--- src/rtl/drop_ctrl.sv ---
`default_nettype none
// ===========================================================================
// drop_ctrl : turns auto-drop ticks into board checks, piece moves and locks
// Revision  : 1.0
// ===========================================================================
module drop_ctrl #(
   parameter int ROWS      = 20,
   parameter int ROW_W     = 5,
   parameter int SPAWN_ROW = 0
) (
   input  logic             clk,
   input  logic             reset,
   input  logic             start,
   input  logic             move_sig,
   output logic             chk_req,
   output logic [ROW_W-1:0] chk_row,
   input  logic             chk_ack,
   input  logic             chk_hit,
   input  logic             clear_done,
   output logic [ROW_W-1:0] piece_row,
   output logic             lock,
   output logic             spawned,
   output logic             game_over,
   output logic [7:0]       miss_cnt
);

   typedef enum logic [2:0] {
      ST_STOP  = 3'd0,
      ST_SPAWN = 3'd1,
      ST_RUN   = 3'd2,
      ST_CHECK = 3'd3,
      ST_LOCK  = 3'd4,
      ST_CLEAR = 3'd5,
      ST_OVER  = 3'd6
   } state_t;

   localparam logic [ROW_W-1:0] C_FLOOR = ROW_W'(ROWS - 1);
   localparam logic [ROW_W-1:0] C_SPAWN = ROW_W'(SPAWN_ROW);

   state_t           state_q, state_d;
   logic             chk_req_q, chk_req_d;
   logic [ROW_W-1:0] chk_row_q, chk_row_d;
   logic [ROW_W-1:0] piece_row_q, piece_row_d;
   logic             lock_q, lock_d;
   logic             spawned_q, spawned_d;
   logic             game_over_q, game_over_d;
   logic [7:0]       miss_q, miss_d;
   logic             w_busy;

   always_ff @(posedge clk or posedge reset) begin
      if (reset) begin
         state_q     <= ST_STOP;
         chk_req_q   <= 1'b0;
         chk_row_q   <= '0;
         piece_row_q <= C_SPAWN;
         lock_q      <= 1'b0;
         spawned_q   <= 1'b0;
         game_over_q <= 1'b0;
         miss_q      <= 8'd0;
      end else begin
         state_q     <= state_d;
         chk_req_q   <= chk_req_d;
         chk_row_q   <= chk_row_d;
         piece_row_q <= piece_row_d;
         lock_q      <= lock_d;
         spawned_q   <= spawned_d;
         game_over_q <= game_over_d;
         miss_q      <= miss_d;
      end
   end

   always_comb begin
      state_d     = state_q;
      chk_req_d   = chk_req_q;
      chk_row_d   = chk_row_q;
      piece_row_d = piece_row_q;
      lock_d      = 1'b0;
      spawned_d   = 1'b0;
      game_over_d = game_over_q;
      miss_d      = miss_q;

      // Ticks that arrive while a check, lock or clear is in flight are lost.
      w_busy = (state_q == ST_SPAWN) || (state_q == ST_CHECK) ||
               (state_q == ST_LOCK)  || (state_q == ST_CLEAR);
      if (move_sig && w_busy && (miss_q != 8'hFF)) begin
         miss_d = miss_q + 8'd1;
      end

      case (state_q)
         ST_STOP, ST_OVER: begin
            if (start) begin
               state_d     = ST_SPAWN;
               chk_req_d   = 1'b1;
               chk_row_d   = C_SPAWN;
               miss_d      = 8'd0;
               game_over_d = 1'b0;
            end
         end
         ST_SPAWN: begin
            if (chk_ack) begin
               chk_req_d = 1'b0;
               if (chk_hit) begin
                  state_d     = ST_OVER;
                  game_over_d = 1'b1;
               end else begin
                  state_d     = ST_RUN;
                  piece_row_d = C_SPAWN;
                  spawned_d   = 1'b1;
               end
            end
         end
         ST_RUN: begin
            if (move_sig) begin
               if (piece_row_q < C_FLOOR) begin
                  state_d   = ST_CHECK;
                  chk_req_d = 1'b1;
                  chk_row_d = piece_row_q + 1'b1;
               end else begin
                  state_d = ST_LOCK;
                  lock_d  = 1'b1;
               end
            end
         end
         ST_CHECK: begin
            if (chk_ack) begin
               chk_req_d = 1'b0;
               if (chk_hit) begin
                  state_d = ST_LOCK;
                  lock_d  = 1'b1;
               end else begin
                  state_d     = ST_RUN;
                  piece_row_d = chk_row_q;
               end
            end
         end
         ST_LOCK: begin
            state_d = ST_CLEAR;
         end
         ST_CLEAR: begin
            if (clear_done) begin
               state_d   = ST_SPAWN;
               chk_req_d = 1'b1;
               chk_row_d = C_SPAWN;
            end
         end
         default: begin
            state_d = ST_STOP;
         end
      endcase
   end

   assign chk_req   = chk_req_q;
   assign chk_row   = chk_row_q;
   assign piece_row = piece_row_q;
   assign lock      = lock_q;
   assign spawned   = spawned_q;
   assign game_over = game_over_q;
   assign miss_cnt  = miss_q;

endmodule
`default_nettype wire

--- config.mk ---
export PLATFORM = sky130hd
export DESIGN_NAME = drop_ctrl
export DESIGN_NICKNAME = d
export VERILOG_FILES = /design/src/rtl/drop_ctrl.sv
export SDC_FILE = /design/constraint.sdc
export NUM_CORES = 1
export LEC_CHECK = 0
export BUFFER_PORTS_ARGS = -buffer_cell sky130_fd_sc_hd__buf_2
export CAP_MARGIN = 0
export CORE_UTILIZATION = 45
export DETAILED_ROUTE_END_ITERATION = 6
export GPL_TIMING_DRIVEN = 1
export PLACE_DENSITY_LB_ADDON = 0.3
export REMOVE_ABC_BUFFERS = 1
export SYNTH_ARGS = -nofsm -noshare
export SYNTH_HDL_FRONTEND = slang
export SYNTH_SLANG_ARGS = --single-unit
--- constraint.sdc ---
create_clock -name clk -period 4.45 [get_ports clk]
set_input_delay 0.89 -clock clk [delete_from_list [all_inputs] [get_ports clk]]
set_output_delay 0.89 -clock clk [all_outputs]
set_load 0.02 [all_outputs]
==> results of run 1 <==
## synth_stat cells, types with 3 or more instances
cell / instances / area share (%)
mux2i_1: 3 / 2.2
o31ai_1: 3 / 1.7
o211ai_1: 5 / 2.8
nand3_1: 7 / 2.6
inv_1: 4 / 1.1
o21ai_0: 8 / 2.9
clkbuf_1: 5 / 1.4
nor4bb_1: 3 / 2.2
nand2_1: 20 / 5.5
a22o_1: 5 / 3.2
xnor2_1: 4 / 2.6
nor2_1: 8 / 2.2
dfrtp_1: 25 / 46
## kinds of logic after synthesis
family,synth area share [%]
fa+ha+maj,1.84
simple gates,21.9
xor+xnor,3.23
buf+inv,4.33
mux,3.04
flops,46.1
compound gates,19.5
## where the power goes
group | switching [W] | internal [W] | leakage (nW)
clock network | 0.0000649 | 0.0000350 | 0.0150
logic | 0.000209 | 0.000140 | 0.415
registers | 0.000115 | 0.000291 | 0.331
## flip-flops by register name (all words and copies together), names as in the netlist
signal / cells
lock: 1
state_q: 3
chk_row: 5
game_over: 1
miss_cnt: 8
spawned: 1
chk_req: 1
piece_row: 5
## per-stage QoR
stage	util (%)	instances	hold slack, ps
3_5_place_dp	53.2	190	507
4_1_cts	54.1	194	548
2_1_floorplan	-	131	611
5_1_grt	54.1	194	558
3_3_place_gp	53.2	190	487
6_report	54.1	194	536
## worst max-delay path, delay by kind of cell (launching register included)
kind	cells	cell delay, ps
simple gates	3	980
compound gates	1	320
flops	1	650
## final cells by class
class / count / area (µm²) / share of cell area, %
repair buffers: 28 / 140 / 9.23
well taps: 31 / 38.8 / 2.55
multi-input cells: 102 / 673 / 44.3
inverters: 4 / 15.0 / 0.988
flip-flops and latches: 25 / 626 / 41.2
clock buffers: 4 / 26.3 / 1.73
## placed cells by master (no fill, tap or decap), types with 3 or more instances in the layout
cell type / count
mux2i_1: 3
a22o_1: 5
nor4bb_1: 3
o211ai_1: 5
o31ai_1: 3
nand3_1: 7
dfrtp_1: 25
nor2_1: 8
o21ai_0: 8
xnor2_1: 4
nand2_1: 20
inv_1: 4
clkbuf_4: 3
buf_2: 28
## final timing paths
kind,slack [ps],end,cells past startpoint,from
worst max register to register,2450,miss_cnt[7]$_DFF_PP0_,4,state_q[1]$_DFFE_PP0P_
worst max-delay path,2450,miss_cnt[7]$_DFF_PP0_,4,state_q[1]$_DFFE_PP0P_
min in group asynchronous,770,chk_row[3]$_DFFE_PP0P_,2,reset
worst min register to register,540,game_over$_DFFE_PP0P_,1,game_over$_DFFE_PP0P_
worst min-delay path,540,game_over$_DFFE_PP0P_,1,game_over$_DFFE_PP0P_
max in group asynchronous,3090,miss_cnt[2]$_DFF_PP0_,2,reset
## per-layer routing
layer | track usage [%] | routed length (µm) | up-vias
met5 | 0 | 0 | -
met2 | 29.1 | 1300 | 30
met3 | 4.15 | 120 | 2
met4 | 4.53 | 21 | 0
met1 | 28.3 | 1430 | 547
li1 | - | - | 563
==> results.json, run 1 <==
{
  "first_pass_iters": 6,
  "clock_latency_ps": 320,
  "post_cts_resized": 0,
  "cp-end-kind": "flip-flop",
  "final-hold-violation-count": 0,
  "rsz0062_at_grt": "false",
  "worstPathCellList": "a21bo_2 -> or3_1 -> or4_1 -> nand2_1",
  "critPathArrivalTime_ps": 2270,
  "grtUsageTotal_pct": 19.3,
  "placeableCoreArea_um2": 2810,
  "dieArea_um2": 3240,
  "chipWidth_um": 56.9,
  "postCtsSetupRepairBufs": 0,
  "viasPerCell": 5.89,
  "vias": 1142,
  "yosys_warnings": 0,
  "antenna_found_initial": 0,
  "grt_max_degree": 26,
  "cts_buffer_depth": 2,
  "gp_congestion": 0.780,
  "drv_slew": 0,
  "worstSetupPathType": "reg2reg",
  "slowest_stage": "dfrtp_1",
  "io_buffers": 28,
  "start_kind": "flip-flop",
  "cp_max_fo": 20,
  "p_leak_nw": 0.760,
  "fin_tns_setup_ps": 0,
  "fillerInstances": 262,
  "drt-total-wl_mm": 2.87,
  "max_slew_margin_pct": 35.7,
  "clockRootBuffer": "clkbuf_4",
  "skew_ps": 16.6,
  "wl_per_cell_um": 14.8,
  "cpPeakStageDelay_ps": 650,
  "drc": 6,
  "final_cell_area_um2": 1520,
  "final_layout_size_suffix_gt1_share_pct": 21.5,
  "tightest_slew_ps": 964,
  "place_area_um2": 1490,
  "finalPower_w": 0.000855,
  "final_nets": 173,
  "status": "finished, violations left",
  "grt_pass1_wl_mm": 4.89,
  "synth_cells": 140,
  "setup_viol": 0,
  "synth_edf_count": 0,
  "synth.cell_area_um2": 1360,
  "rows": 19,
  "finalCritPeriodShare_pct": 44.9,
  "hold_buffers": 0,
  "htree_num_levels": 1,
  "seq_area_frac_synth_pct": 46.1,
  "ant_nets": 0,
  "ioPinCount": 29,
  "ys_types": 44,
  "hold_class": "reg2reg",
  "cts_made_buffers": 3,
  "grt-ovfl-total": 0,
  "drv_cap": 0,
  "n_antenna_cell": 0,
  "cts_tree": "yes",
  "synth-seq-cells": 25,
  "fmax_mhz": 500,
  "grt_pass1_vias": 1062,
  "ir_drop_uv": 389,
  "violations": "design-rule violations",
  "die_h_um": 56.9,
  "setup_ws_ps": 2450,
  "power_density_nw_per_um2": 563,
  "clock_sink_count": 25,
  "synth.avg_cell_area_um2": 9.70,
  "ys.flop_type": "dfrtp_1",
  "path_clk_slew_ps": 140,
  "fin_crit_ps": 2000,
  "areaGrowthSynthToFinish_pct": 11.9,
  "dp_hpwl_mm": 2.06,
  "required_ps": 4720,
  "initial_utilization_pct": 48.4,
  "drt_iter0_markers": 65,
  "dp_slack_ps": 2180,
  "async_reset_ff_share_pct": 100
}
Power figures use the tool's default switching activity.
==> run 2: changes to the inputs <==
Clock period 4.45 ns to 2 ns, I/O delays scaled along.
==> run 2 against run 1 <==
The run still ends with design-rule violations left. Hold slack lost 450 ps. Sequential share of layout area shrank 1.7 points. Worst setup slack lost 2200 ps. Clock power grew 140%. Core utilization grew 2.3 points. Highest routed layer unchanged.
==> results.json, run 2 (synthesis results as in run 1) <==
{
  "status": "finished, violations left",
  "violations": "design-rule violations",
  "viasPerCell": 5.80,
  "p_leak_nw": 0.798,
  "fin_util_pct": 56.4,
  "ioPinCount": 29,
  "finalPower_w": 0.00201,
  "areaGrowthSynthToFinish_pct": 16.6,
  "die_h_um": 56.9,
  "start_kind": "flip-flop",
  "final-hold-violation-count": 0,
  "max_slew_margin_pct": 69.3,
  "grt_pass1_vias": 1123,
  "path_clk_slew_ps": 150,
  "initial_utilization_pct": 48.4,
  "r2r_start": "miss_cnt[0]$_DFF_PP0_",
  "slowest_stage": "or4_1",
  "clock_latency_ps": 330,
  "grt-ovfl-total": 0,
  "clock_sink_count": 25,
  "final_layout_size_suffix_gt1_share_pct": 25.7,
  "ir_drop_uv": 622,
  "multi_input_area_um2": 673,
  "grt_pass1_wl_mm": 4.97,
  "required_ps": 2270,
  "fmax_mhz": 556,
  "wl_per_cell_um": 14.6,
  "fin_tns_setup_ps": 0,
  "final_nets": 181,
  "chipWidth_um": 56.9,
  "rows": 19,
  "grt_max_degree": 26,
  "dp_slack_ps": 211,
  "hold_buffers": 0,
  "layout_commonest_cell": "buf_2",
  "hold_class": "in2async",
  "drv_cap": 0,
  "reg2reg_slack_ps": 200,
  "drt-total-wl_mm": 2.94,
  "final_cell_mix": "28 x buf_2, 25 x dfrtp_1, 20 x nand2_1",
  "power_density_nw_per_um2": 1270,
  "regArea_um2": 626,
  "vias": 1172,
  "antenna_found_initial": 0,
  "fillerInstances": 274,
  "first_pass_iters": 6,
  "clockRootBuffer": "clkbuf_4",
  "tightest_slew_ps": 458,
  "worstSetupPathType": "reg2reg",
  "gp_congestion": 0.853,
  "cpPeakStageDelay_ps": 460,
  "worst-path-stages": 5,
  "startpoint": "miss_cnt[0]$_DFF_PP0_",
  "fin_crit_ps": 1800,
  "rsz0062_at_grt": "false",
  "setup_ws_ps": 202,
  "postCtsSetupRepairBufs": 0,
  "cts_buffer_depth": 2,
  "setup_viol": 0,
  "grtUsageTotal_pct": 19.6,
  "ant_nets": 0,
  "dieArea_um2": 3240,
  "post_cts_resized": 0,
  "worstReg2RegEnd": "miss_cnt[6]$_DFF_PP0_",
  "drt_iter0_markers": 49,
  "io_buffers": 28,
  "skew_ps": 15.3,
  "n_antenna_cell": 0,
  "finalCritPeriodShare_pct": 89.9,
  "critPathBufInv": 0,
  "htree_num_levels": 1,
  "cp-end-kind": "flip-flop",
  "drc": 6,
  "drv_slew": 0,
  "rr_worst_depth": 5,
  "hold-worst-slack_ps": 86.8,
  "cts_made_buffers": 3,
  "largest_reg_flops": 8,
  "crit_family": "simple AND/OR/NAND/NOR gates",
  "cp_max_fo": 5,
  "crit_end": "miss_cnt[6]$_DFF_PP0_",
  "worstPathCellList": "ha_1 -> and4_1 -> a211o_1 -> or4_1 -> nand2_1",
  "placeableCoreArea_um2": 2810,
  "dp_hpwl_mm": 2.20,
  "cts_tree": "yes",
  "critPathArrivalTime_ps": 2070
}
==> run 2: changes by cell type in the layout (fill, tap and decap cells not counted) <==
| cell | delta |
|---|---|
| buf_4 | +8 |
| clkinvlp_4 | +1 |
| clkbuf_1 | -1 |
==> run 2: power breakdown <==
part / switching [W] / internal [W]
Combinational: 0.000580 / 0.000385
Sequential: 0.000158 / 0.000649
Clock: 0.000160 / 0.0000766
==> run 2: cell type report <==
| type | count | share of cell area (%) |
|---|---|---|
| clock buffers | 3 | 1.42 |
| well taps | 31 | 2.45 |
| clock inverters | 1 | 0.474 |
| multi-input cells | 102 | 42.5 |
| inverters | 4 | 0.949 |
| flip-flops and latches | 25 | 39.5 |
| repair buffers | 36 | 12.6 |
==> run 2: stage by stage <==
step                cells  area [µm²]
finish                202        1580
global route          202        1580
CTS                   202        1580
detailed placement    198        1550
global placement      198        1550
floorplan             131        1310
==> run 2: per-layer routing <==
layer	routed length (µm)	GRT usage (%)
met3	147	3.23
met4	33	8.01
met2	1380	30.8
met5	0	0
met1	1380	27.1
==> run 2: worst min path at each step <==
stage	start	endpoint	slack [ps]	depth (start not counted)
3_3_place_gp	reset	chk_row[0]$_DFFE_PP0P_	460	3
3_5_place_dp	reset	piece_row[0]$_DFFE_PP0P_	480	3
2_1_floorplan	reset	chk_req$_DFFE_PP0P_	430	1
4_1_cts	reset	piece_row[1]$_DFFE_PP0P_	90	3
6_report	reset	chk_row[1]$_DFFE_PP0P_	90	3
5_1_grt	reset	piece_row[1]$_DFFE_PP0P_	110	3
==> run 2: worst register-to-register path: cells and delay by family, from the launching register on <==
family                   cells  cell delay (ps)
AO/OA/AOI/OAI                1              300
adder cells (fa/ha/maj)      1              280
AND/OR/NAND/NOR              3              730
flip-flops                   1              440
==> run 3: changes to the inputs <==
Settings changed: ABC_AREA set to 1.
==> run 3 against run 2 <==
Highest routed layer unchanged. Cell count up 42%. Critical endpoint is now miss_cnt[4]$_DFF_PP0_. Maximum frequency up 23%. Synthesized cell count up 50%. Register-to-register slack better by 340 ps. The flow now finishes without violations. Critical path type unchanged. Clock power down 4%. Sequential power down 4.3%. Clock skew down 12 ps. Hold slack better by 14 ps.
==> results.json, run 3 <==
{
  "seqPwrFrac_pct": 37.7,
  "grt_pass1_wl_mm": 5.04,
  "cts_made_buffers": 3,
  "ys.flop_type": "dfrtp_1",
  "clock_power_share_pct": 11.1,
  "fmax_mhz": 687,
  "cts_tree": "yes",
  "critPathBufInv": 0,
  "async_reset_ff_share_pct": 100,
  "chipWidth_um": 59.3,
  "synth_edf_count": 0,
  "hold_class": "in2async",
  "synth.most_common_cell": "nand2_1",
  "placeableCoreArea_um2": 3080,
  "final_layout_size_suffix_gt1_share_pct": 21.5,
  "worstSetupPathType": "reg2reg",
  "final_cell_area_um2": 1700,
  "n_antenna_cell": 0,
  "antenna_found_initial": 0,
  "synthTopCellsByCount": "77 x nand2_1, 28 x nor2_1, 25 x dfrtp_1",
  "regArea_um2": 626,
  "fillerInstances": 313,
  "die_h_um": 59.3,
  "ant_nets": 0,
  "power_density_nw_per_um2": 1210,
  "ioPinCount": 29,
  "dp_hpwl_mm": 2.30,
  "synth_area_leaders": "dfrtp_1 42%, nand2_1 20%, nor2_1 7.1%",
  "drc": 0,
  "postCtsSetupRepairBufs": 0,
  "cp_max_fo": 9,
  "gp_congestion": 0.903,
  "grtUsageTotal_pct": 19.1,
  "rsz0062_at_grt": "false",
  "critPathArrivalTime_ps": 1690,
  "cpPeakStageDelay_ps": 430,
  "required_ps": 2230,
  "fin_crit_ps": 1460,
  "worstPathCellList": "ha_1 -> nand2_1 -> nor2_1 -> nand3_1 -> nand2_1 -> nor2_1 -> nand2_1 -> nand2_1 -> nor2_1",
  "p_switching_w": 0.000998,
  "finalCritPeriodShare_pct": 72.8,
  "synth_top_family_by_area": "simple AND/OR/NAND/NOR gates",
  "synth_cells": 210,
  "io_buffers": 28,
  "vias": 1365,
  "synthAdderAreaFrac_pct": 1.69,
  "drt_iter0_markers": 91,
  "rows": 20,
  "max_slew_margin_pct": 73.5,
  "drv_cap": 0,
  "initial_utilization_pct": 48.0,
  "wl_per_cell_um": 10.6,
  "p_comb_share_pct": 51.2,
  "grt_max_degree": 26,
  "yosys_warnings": 0,
  "reg2reg_slack_ps": 540,
  "ir_drop_uv": 533,
  "viasPerCell": 4.77,
  "grt_pass1_vias": 1154,
  "final-hold-violation-count": 0,
  "crit_family": "simple AND/OR/NAND/NOR gates",
  "first_pass_iters": 4,
  "clock_latency_ps": 320,
  "ys_types": 23,
  "htree_num_levels": 1,
  "drv_slew": 0,
  "start_kind": "flip-flop",
  "cp-end-kind": "flip-flop",
  "cellInternalPower_w": 0.00105,
  "synth.avg_cell_area_um2": 7.04,
  "worst-path-stages": 9,
  "synth_compound_area_share_pct": 6.77,
  "largest_reg_flops": 8,
  "clockRootBuffer": "clkbuf_4",
  "final_cell_mix": "77 x nand2_1, 28 x nor2_1, 28 x buf_2",
  "multi_input_area_um2": 739,
  "slowest_stage": "dfrtp_1",
  "clock_sink_count": 25,
  "rr_worst_depth": 9,
  "synthMuxAreaShare_pct": 0,
  "setup_viol": 0,
  "grt-ovfl-total": 0,
  "tightest_slew_ps": 396,
  "skew_ps": 3.13,
  "layout_commonest_cell": "nand2_1",
  "status": "finished, final reports clean",
  "synth.cell_area_um2": 1480,
  "synth_top_area_share_pct": 42.3,
  "post_cts_resized": 0,
  "drt-total-wl_mm": 3.04,
  "cts_buffer_depth": 2,
  "cpMostUsedCell": "nand2_1",
  "path_clk_slew_ps": 140,
  "hold_buffers": 0,
  "dieArea_um2": 3520,
  "fin_tns_setup_ps": 0,
  "synth-seq-cells": 25,
  "areaGrowthSynthToFinish_pct": 14.8,
  "swShare_pct": 48.8,
  "final_nets": 252,
  "synth_xor_area_share_pct": 0.593,
  "synth_simple_gate_area_share_pct": 41.0,
  "p_leak_nw": 0.947,
  "place_area_um2": 1670,
  "seq_area_frac_synth_pct": 42.3,
  "yosys.area.top_type": "dfrtp_1"
}
[run 3: cell types whose count changed after synthesis, moves of 5 or more]
cell,delta
nand2_1,+57
nor2_1,+20
inv_1,+18
a22o_1,-5
clkbuf_1,-5
inv_2,+5
nand4_1,+5
o211ai_1,-5
[run 3: power by group through the flow]
stage                     clock [W]  combinational (W)  sequential [W]
after detailed placement          0            0.00105        0.000782
after floorplan                   0           0.000689        0.000872
after global placement            0            0.00104        0.000780
after CTS                  0.000237            0.00105        0.000771
final                      0.000228            0.00105        0.000771
after global routing       0.000263            0.00119        0.000795
[run 3: cells by family (layout without fill, tap and decap cells)]
logic type / after synthesis / count (layout)
compound gates: 18 / 18
xor+xnor: 1 / 1
simple gates: 136 / 136
buf+inv: 28 / 60
fa+ha+maj: 2 / 2
flops: 25 / 25
[run 3: final timing paths]
kind | from | to
max in group asynchronous | reset | chk_req$_DFFE_PP0P_
min | reset | piece_row[0]$_DFFE_PP0P_
max reg2reg | miss_cnt[1]$_DFF_PP0_ | miss_cnt[4]$_DFF_PP0_
min in group clk | chk_ack | lock$_DFF_PP0_
min reg2reg | chk_req$_DFFE_PP0P_ | chk_req$_DFFE_PP0P_
max | miss_cnt[1]$_DFF_PP0_ | miss_cnt[4]$_DFF_PP0_
[run 3: cell type report]
cell class / count / share of cell area [%]
Tap cell: 44 / 3.24
Sequential cell: 25 / 36.9
Clock buffer: 3 / 1.33
Timing Repair Buffer: 29 / 8.70
Clock inverter: 1 / 0.295
Inverter: 27 / 5.97
Multi-Input combinational cell: 157 / 43.6
[run 3: through the flow]
step	std cells	power (W)	util, %	setup slack (ps)	hold slack (ps)
finish	286	0.00204	55.1	544	101
global route	286	0.00224	55.1	387	102
CTS	286	0.00206	55.1	539	106
detailed placement	282	0.00183	54.2	558	460
global placement	282	0.00182	54.2	562	465
floorplan	209	0.00156	-	590	427
[run 3: layer usage]
layer	part of all wire (%)	GRT usage, %
met4	1.1	6.80
met5	0	0
met1	49	27.6
met2	45	29.2
met3	4.7	2.62
[run 3: tightest hold or removal path: cells and delay by family]
kind	cells	cell delay, ps
buf+inv	3	440
